===== src/rtl/wb_pipe_master.sv =====
// Wishbone B4 pipelined master: client requests in, issue-ordered responses out.
// A we-tag FIFO keeps responses in order; err/rty/timeout flushes every in-flight tag as an error.
module wb_pipe_master #(
  parameter int DATA_WIDTH      = 128,
  parameter int ADDR_WIDTH      = 22,
  parameter int MAX_OUTSTANDING = 8,
  parameter int TIMEOUT_CYCLES  = 1024
) (
  input  logic                                 clk_i,
  input  logic                                 rstn_i,
  input  logic                                 req_valid_i,
  output logic                                 req_ready_o,
  input  logic                                 req_we_i,
  input  logic [ADDR_WIDTH-1:0]                req_addr_i,
  input  logic [DATA_WIDTH/8-1:0]              req_sel_i,
  input  logic [DATA_WIDTH-1:0]                req_wdata_i,
  output logic                                 resp_valid_o,
  output logic                                 resp_we_o,
  output logic [DATA_WIDTH-1:0]                resp_rdata_o,
  output logic                                 resp_err_o,
  output logic                                 cyc_o,
  output logic                                 stb_o,
  output logic                                 we_o,
  output logic [ADDR_WIDTH-1:0]                addr_o,
  output logic [DATA_WIDTH/8-1:0]              sel_o,
  output logic [DATA_WIDTH-1:0]                wdata_o,
  input  logic [DATA_WIDTH-1:0]                rdata_i,
  input  logic                                 ack_i,
  input  logic                                 err_i,
  input  logic                                 rty_i,
  input  logic                                 stall_i,
  output logic                                 busy_o,
  output logic [$clog2(MAX_OUTSTANDING+1)-1:0] outstanding_o
);

  localparam int SW = DATA_WIDTH / 8;
  localparam int CW = $clog2(MAX_OUTSTANDING + 1);
  localparam int PW = $clog2(MAX_OUTSTANDING);
  localparam int TW = $clog2(TIMEOUT_CYCLES + 1);

  localparam logic [1:0] ST_IDLE   = 2'd0;
  localparam logic [1:0] ST_ACTIVE = 2'd1;
  localparam logic [1:0] ST_ABORT  = 2'd2;

  localparam logic [CW:0]   MAX_C   = (CW + 1)'(MAX_OUTSTANDING);
  localparam logic [TW-1:0] TO_LAST = TW'(TIMEOUT_CYCLES - 1);

  logic [1:0]                 state_q, state_d;
  logic                       stb_q, stb_d;
  logic                       we_q, we_d;
  logic [ADDR_WIDTH-1:0]      addr_q, addr_d;
  logic [SW-1:0]              sel_q, sel_d;
  logic [DATA_WIDTH-1:0]      wdata_q, wdata_d;
  logic [CW-1:0]              cnt_q, cnt_d;
  logic [TW-1:0]              timer_q, timer_d;
  logic [PW-1:0]              wr_ptr_q, wr_ptr_d;
  logic [PW-1:0]              rd_ptr_q, rd_ptr_d;
  logic [MAX_OUTSTANDING-1:0] tag_q, tag_d;
  logic                       resp_valid_q, resp_valid_d;
  logic                       resp_we_q, resp_we_d;
  logic                       resp_err_q, resp_err_d;
  logic [DATA_WIDTH-1:0]      resp_rdata_q, resp_rdata_d;

  logic accept, issue, slv_ok, slv_err, flush, pop, timeout, cnt_nz, tag_out, active;

  assign active  = (state_q == ST_ACTIVE);
  assign cnt_nz  = (cnt_q != '0);
  assign tag_out = tag_q[rd_ptr_q];

  assign req_ready_o = rstn_i && (state_q != ST_ABORT) && !(stb_q && stall_i) &&
                       (({1'b0, cnt_q} + {{CW{1'b0}}, stb_q}) < MAX_C);

  assign accept  = req_valid_i && req_ready_o;
  assign issue   = active && stb_q && !stall_i;
  // Slave responses with nothing in flight are ignored entirely.
  assign slv_err = active && cnt_nz && (err_i || rty_i);
  assign slv_ok  = active && cnt_nz && ack_i && !err_i && !rty_i;
  assign flush   = (state_q == ST_ABORT) && cnt_nz;
  assign pop     = slv_ok || slv_err || flush;
  assign timeout = active && cnt_nz && !issue && !slv_ok && !slv_err && (timer_q == TO_LAST);

  always_comb begin
    state_d      = state_q;
    stb_d        = stb_q;
    we_d         = we_q;
    addr_d       = addr_q;
    sel_d        = sel_q;
    wdata_d      = wdata_q;
    tag_d        = tag_q;
    resp_valid_d = 1'b0;
    resp_we_d    = 1'b0;
    resp_err_d   = 1'b0;
    resp_rdata_d = '0;

    if (issue) tag_d[wr_ptr_q] = we_q;
    wr_ptr_d = wr_ptr_q + PW'(issue);
    rd_ptr_d = rd_ptr_q + PW'(pop);
    cnt_d    = cnt_q + CW'(issue) - CW'(pop);

    if (pop) begin
      resp_valid_d = 1'b1;
      resp_we_d    = tag_out;
      resp_err_d   = !slv_ok;
      resp_rdata_d = (slv_ok && !tag_out) ? rdata_i : '0;
    end

    if (!active || !cnt_nz || issue || slv_ok || slv_err) timer_d = '0;
    else                                                  timer_d = timer_q + 1'b1;

    if (issue) stb_d = 1'b0;
    if (accept) begin
      stb_d   = 1'b1;
      we_d    = req_we_i;
      addr_d  = req_addr_i;
      sel_d   = req_sel_i;
      wdata_d = req_wdata_i;
    end

    case (state_q)
      ST_IDLE: if (accept) state_d = ST_ACTIVE;
      ST_ACTIVE: begin
        if (slv_err || timeout) begin
          // Any request still waiting on the bus is dropped silently.
          state_d = ST_ABORT;
          stb_d   = 1'b0;
        end else if (!cnt_nz && !stb_q && !accept) begin
          state_d = ST_IDLE;
        end
      end
      ST_ABORT: if (cnt_q <= CW'(1)) state_d = ST_IDLE;
      default:  state_d = ST_IDLE;
    endcase
  end

  always_ff @(posedge clk_i or negedge rstn_i) begin
    if (!rstn_i) begin
      state_q      <= ST_IDLE;
      stb_q        <= 1'b0;
      we_q         <= 1'b0;
      addr_q       <= '0;
      sel_q        <= '0;
      wdata_q      <= '0;
      cnt_q        <= '0;
      timer_q      <= '0;
      wr_ptr_q     <= '0;
      rd_ptr_q     <= '0;
      tag_q        <= '0;
      resp_valid_q <= 1'b0;
      resp_we_q    <= 1'b0;
      resp_err_q   <= 1'b0;
      resp_rdata_q <= '0;
    end else begin
      state_q      <= state_d;
      stb_q        <= stb_d;
      we_q         <= we_d;
      addr_q       <= addr_d;
      sel_q        <= sel_d;
      wdata_q      <= wdata_d;
      cnt_q        <= cnt_d;
      timer_q      <= timer_d;
      wr_ptr_q     <= wr_ptr_d;
      rd_ptr_q     <= rd_ptr_d;
      tag_q        <= tag_d;
      resp_valid_q <= resp_valid_d;
      resp_we_q    <= resp_we_d;
      resp_err_q   <= resp_err_d;
      resp_rdata_q <= resp_rdata_d;
    end
  end

  assign stb_o         = stb_q;
  assign we_o          = we_q;
  assign addr_o        = addr_q;
  assign sel_o         = sel_q;
  assign wdata_o       = wdata_q;
  assign cyc_o         = active && (stb_q || cnt_nz);
  assign busy_o        = (state_q != ST_IDLE) || stb_q;
  assign outstanding_o = cnt_q;
  assign resp_valid_o  = resp_valid_q;
  assign resp_we_o     = resp_we_q;
  assign resp_err_o    = resp_err_q;
  assign resp_rdata_o  = resp_rdata_q;

endmodule


===== config.mk =====
export PLATFORM = sky130hd
export DESIGN_NAME = wb_pipe_master
export DESIGN_NICKNAME = d
export VERILOG_FILES = /design/src/rtl/wb_pipe_master.sv
export SDC_FILE = /design/constraint.sdc
export NUM_CORES = 1
export LEC_CHECK = 0
export BUFFER_PORTS_ARGS = -buffer_cell sky130_fd_sc_hd__buf_2
export CAP_MARGIN = 5
export CORE_AREA = 2 2 233 235
export DETAILED_ROUTE_END_ITERATION = 8
export DIE_AREA = 0 0 235 237
export PLACE_DENSITY = 0.54
export RECOVER_POWER = 100
export SETUP_SLACK_MARGIN = 0.15
export SLEW_MARGIN = 20
export SYNTH_ARGS = -nofsm -noshare
export SYNTH_HDL_FRONTEND = slang
export SYNTH_SLANG_ARGS = --single-unit

===== constraint.sdc =====
create_clock -name clk_i -period 7.02 [get_ports clk_i]
set_input_delay 1.404 -clock clk_i [delete_from_list [all_inputs] [get_ports clk_i]]
set_output_delay 1.404 -clock clk_i [all_outputs]
set_load 0.005 [all_outputs]

After elaboration in Yosys (flattened, before gate mapping)
Cells that the tools add are included.

cells by class
  add/subtract/negate cells = 6
  multiply operators = 0
  divide/modulo/power cells = 0
  magnitude comparators = 5
  equal/unequal tests = 7
  shift-type cells = 0
  multiplexer cells = 20
  bitwise operators = 0
  reductions and logical operators = 48

operator list
  kind                   number
  $mux 128               2
  $logic_and 1x1->1      22
  $logic_not 1->1        12
  $add 11x1->11 const B  1
  $eq 11x10->1 const B   1
  $mux 11                1
  $logic_or 1x1->1       10
  $mux 1                 9
  $bwmux 8               1
  $lt 3x4->1 const B     2
  $mux 2                 4
  $add 3x1->3            2
  $pmux 2 s3             1
  $add 4x1->5            1
  $lt 5x4->1 const B     1
  $add 4x1->4            1
  $le 4x1->1 const B     1
  $ne 2x2->1 const B     2
  $reduce_bool 4->1      1
  $sub 4x1->4            1
  $bmux 1 s3             1
  $demux 1 s3            1
  $ge 3x1->1 const B     1
  $ne 3x1->1 const B     1
  other kinds (6)        6

storage, ports and cells
  bits in registers = 330
  latch bits = 0
  bits in writable memories = 0
  ROM bits = 0
  bits of input ports = 302
  output and inout port bits = 306
  word-level logic and storage cells = 101
  memories = 0

Logic depth before layout (Yosys ltp)
  word-level depth = 12
  depth in mapped cells = 10
  mapped depth without buffers = 10

Least setup slack after synthesis
OpenSTA, ideal clock, no wires.

  kind = input-to-output
  from = input port stall_i
  to = output port req_ready_o
  data arrival time = 1,837 ps
  path slack = 3,779 ps
  cell stages on the path = 3
  buffers on the path = 0
  cell sequence = a31oi_1 nor2b_1 nor3_1

between the ends
  word-level cells in the longest chain between the ends = 4

ends and longest elaborated chain
  item                             RTL line  text
  from (decl)                      31        input logic stall_i,
  $logic_and 1x1->1                70        assign req_ready_o = rstn_i && (state_q != ST_ABORT) && !(stb_q && stall_i) &&
  $logic_not 1->1                  70
  $logic_and 1x1->1 (2 in series)  70
  to (decl)                        12        output logic req_ready_o,

No other way between the ends.

Worst setup path in the final report
  from = input port rstn_i
  to = register wdata_q[84] (netlist: wdata_o[84])

between the ends
  word-level cells in the longest chain between the ends = 4

ends and longest elaborated chain
  item                             RTL line  text
  from (decl)                      10        input logic rstn_i,
  $logic_and 1x1->1 (3 in series)  70
  $logic_and 1x1->1                73        assign accept = req_valid_i && req_ready_o;
  to (signal assigned)             158       wdata_q <= wdata_d;
  to (decl)                        53        logic [DATA_WIDTH-1:0] wdata_q, wdata_d;

No other way between the ends.
A chain may end at the register's enable or synchronous reset.

==> qor.csv <==
stage,metric,value,unit
synth,synth.distinct_cells,35,
placement,gp_congestion,0.792,
route,vias_per_cell,3.96,
grt,grt_pass1_vias,8977,
sta,fin_tns_setup,0,ps
synth,synthArstFlopShare,100,%
critical_path,path_class,input pin to flop,
grt,track_usage,12.1,%
clock_network,cts-resized-gates,0,
layout,final_cell_mix,"buf_2 (389), dfrtp_1 (330), clkbuf_1 (222)",
sta,fin_crit_sh,71.6,%
route,drtPass1Iterations,6,
placement,portBuffers,607,
clock_network,postCtsHoldBufs,0,
synth,syn_area,12000,um2
synth,ys_ff_latch,330,
critical_path,cp.required,7440,ps
outcome,failed_checks,"capacitance limit, slew limit",
clock_network,cts_tree,done,
power,ir_drop,177,uV
synth,synth_edf_count,0,
route,avgRoutedWirePerCell,16.4,um
critical_path,cp.arrival,5450,ps
critical_path,cp-end-kind,flop,
sta,finalClockSkew,19.5,ps
synth,yosys_most_used_dff,dfrtp_1,
sta,finalSetupViolCount,0,
synth,syn_nets,1094,
floorplanning,boundaryPins,608,
floorplanning,placeableCoreArea,53300,um2
sta,fmax,199,MHz
floorplanning,die_x,235,um
grt,antenna_found_initial,9,
synth,synthCells,778,
clock_network,cts_buffers,40,
layout,syn2layout_area_growth,40.3,%
power,leakagePower,8.10,nW
critical_path,cp_cell_sequence,buf_8 -> nand2_1 -> nor4b_1 -> buf_12 -> buf_4 -> mux2_2,
clock_network,cts_max_level,2,
sta,tightest_slew,3310,ps
route,drc,0,
grt,grt_first_pass_wirelength,52400,um
clock_network,postCtsSetupBuffers,0,
min_path,hp-class,flop to flop,
critical_path,startpoint_type,input pin,
sta,final.min_clock_period,5030,ps
clock_network,cts_num_sinks,330,
critical_path,cp_max_fo,75,
layout,final_nets,1718,
synth,syn_area_per_cell,15.4,um2
placement,dp_hpwl,26300,um
flow_run,drv_cap,3,
grt,grt_max_degree,147,
layout,drive_gt1_share,44.5,%
critical_path,max_stage_delay,2220,ps
route,drt-initial-drc-count,177,
critical_path,slowest_stage,nor4b_1,
clock_network,clk_root_buffer_cell,clkbuf_16,
floorplanning,die_h,237,um
sta,finalHoldViolations,0,
outcome,status,finished with violations,
sta,rsz0062_at_grt,false,
synth,ys_warn_count,0,
layout,final_util,31.6,%
floorplanning,rows,85,
sta,maxSlewHeadroom,-120,%
route,ant_nets,0,
clock_network,clockBufferDepth,3,
clock_network,clock_latency,550,ps
route,vias,8414,
floorplanning,die_area,55700,um2
grt,gr-total-overflow,0,
synth,synth_seq_area_share,68.8,%
layout,layout_commonest_cell,buf_2,
route,wirelength,35000,um
sta,report.final.slew_viol_count,127,
clock_network,clkSlewWorstSetupHoldPaths,60,ps
power,power_per_cell_area,383,nW/um2
floorplanning,start_util,22.5,%
[through the flow]
step | total power, mW | setup slack, ps | instances | hold slack [ps] | cell area, um2
after floorplan | 3.62 | 3780 | 778 | 448 | 12000
after global placement | 4.52 | 2720 | 2056 | 473 | 15900
after detailed placement | 4.57 | 2640 | 2056 | 474 | 15900
after CTS | 6.67 | 3080 | 2124 | 482 | 17100
after global routing | 6.83 | 1530 | 2126 | 501 | 16800
final | 6.45 | 1990 | 2126 | 491 | 16800
[synth_stat cells (all sizes together) (2+ instances only)]
cell type,number,share of area (%)
inv,9,0.28
buf,20,1.1
nor2b,6,0.31
and2,128,6.7
clkbuf,13,0.41
nor3b,6,0.38
nand2,12,0.38
nand4,2,0.10
nand3,3,0.13
o21a,2,0.13
mux2,175,16
ha,13,1.4
mux4,2,0.38
dfrtp,330,69
nand2b,2,0.10
xor2,7,0.51
nor2,14,0.44
a21oi,6,0.25
nor3,5,0.21
and3,3,0.16
xnor2,7,0.51
[flip-flops by register name, indices dropped and copies added (netlist names)]
name and count:
timer_q 11, resp_valid_o 1, resp_rdata_o 128, wdata_o 128
outstanding_o 4, sel_o 16, resp_we_o 1, stb_o 1
resp_err_o 1, tag_q 8, rd_ptr_q 3, we_o 1
state_q 2, wr_ptr_q 3, addr_o 22
[critical path: cells and delay by family]
family                 cells  cell delay, ps
muxes                      1             400
buffers and inverters      3            1200
and+or+nand+nor            2            2380
[cell type report]
cell class	count	area (um2)
multi-input cells	406	3520
fillers	5460	36400
clock inverters	18	194
clock buffers	50	1100
flip-flops and latches	330	8260
diodes	2	5.00
repair buffers	615	2860
well taps	696	871
inverters	9	33.8
[worst paths after layout]
check / slack (ps) / startpoint / cells after the start / endpoint
worst max-delay path: 1990 / rstn_i / 6 / wdata_o[84]
worst min-delay path: 490 / timer_q[0] / 1 / timer_q[0]
worst max register to register: 2510 / outstanding_o[1] / 7 / wdata_o[84]
worst min register to register: 490 / timer_q[0] / 1 / timer_q[0]
max in group asynchronous: 2610 / rstn_i / 2 / wdata_o[119]
min in group asynchronous: 840 / rstn_i / 1 / wdata_o[27]
[power by group]
part           total [mW]  switching [mW]  internal, mW
logic                1.60           0.731         0.874
registers            2.80           0.331          2.47
clock network        2.04           0.819          1.22
[kinds of logic after synthesis]
| family | Yosys count | synth area share (%) |
|---|---|---|
| xor+xnor | 14 | 1.02 |
| fa+ha+maj | 14 | 1.52 |
| buf+inv | 42 | 1.75 |
| mux | 178 | 16.9 |
| compound gates | 14 | 0.750 |
| simple gates | 186 | 9.30 |
| flops | 330 | 68.8 |
[per-layer routing]
layer	track usage (%)	vias up	wire (um)
li1	-	3855	-
met1	13.3	4051	13100
met2	20.9	423	17300
met3	4.65	75	3200
met4	5.12	10	1340
met5	0	-	59
(Power assumes the default switching activity.)
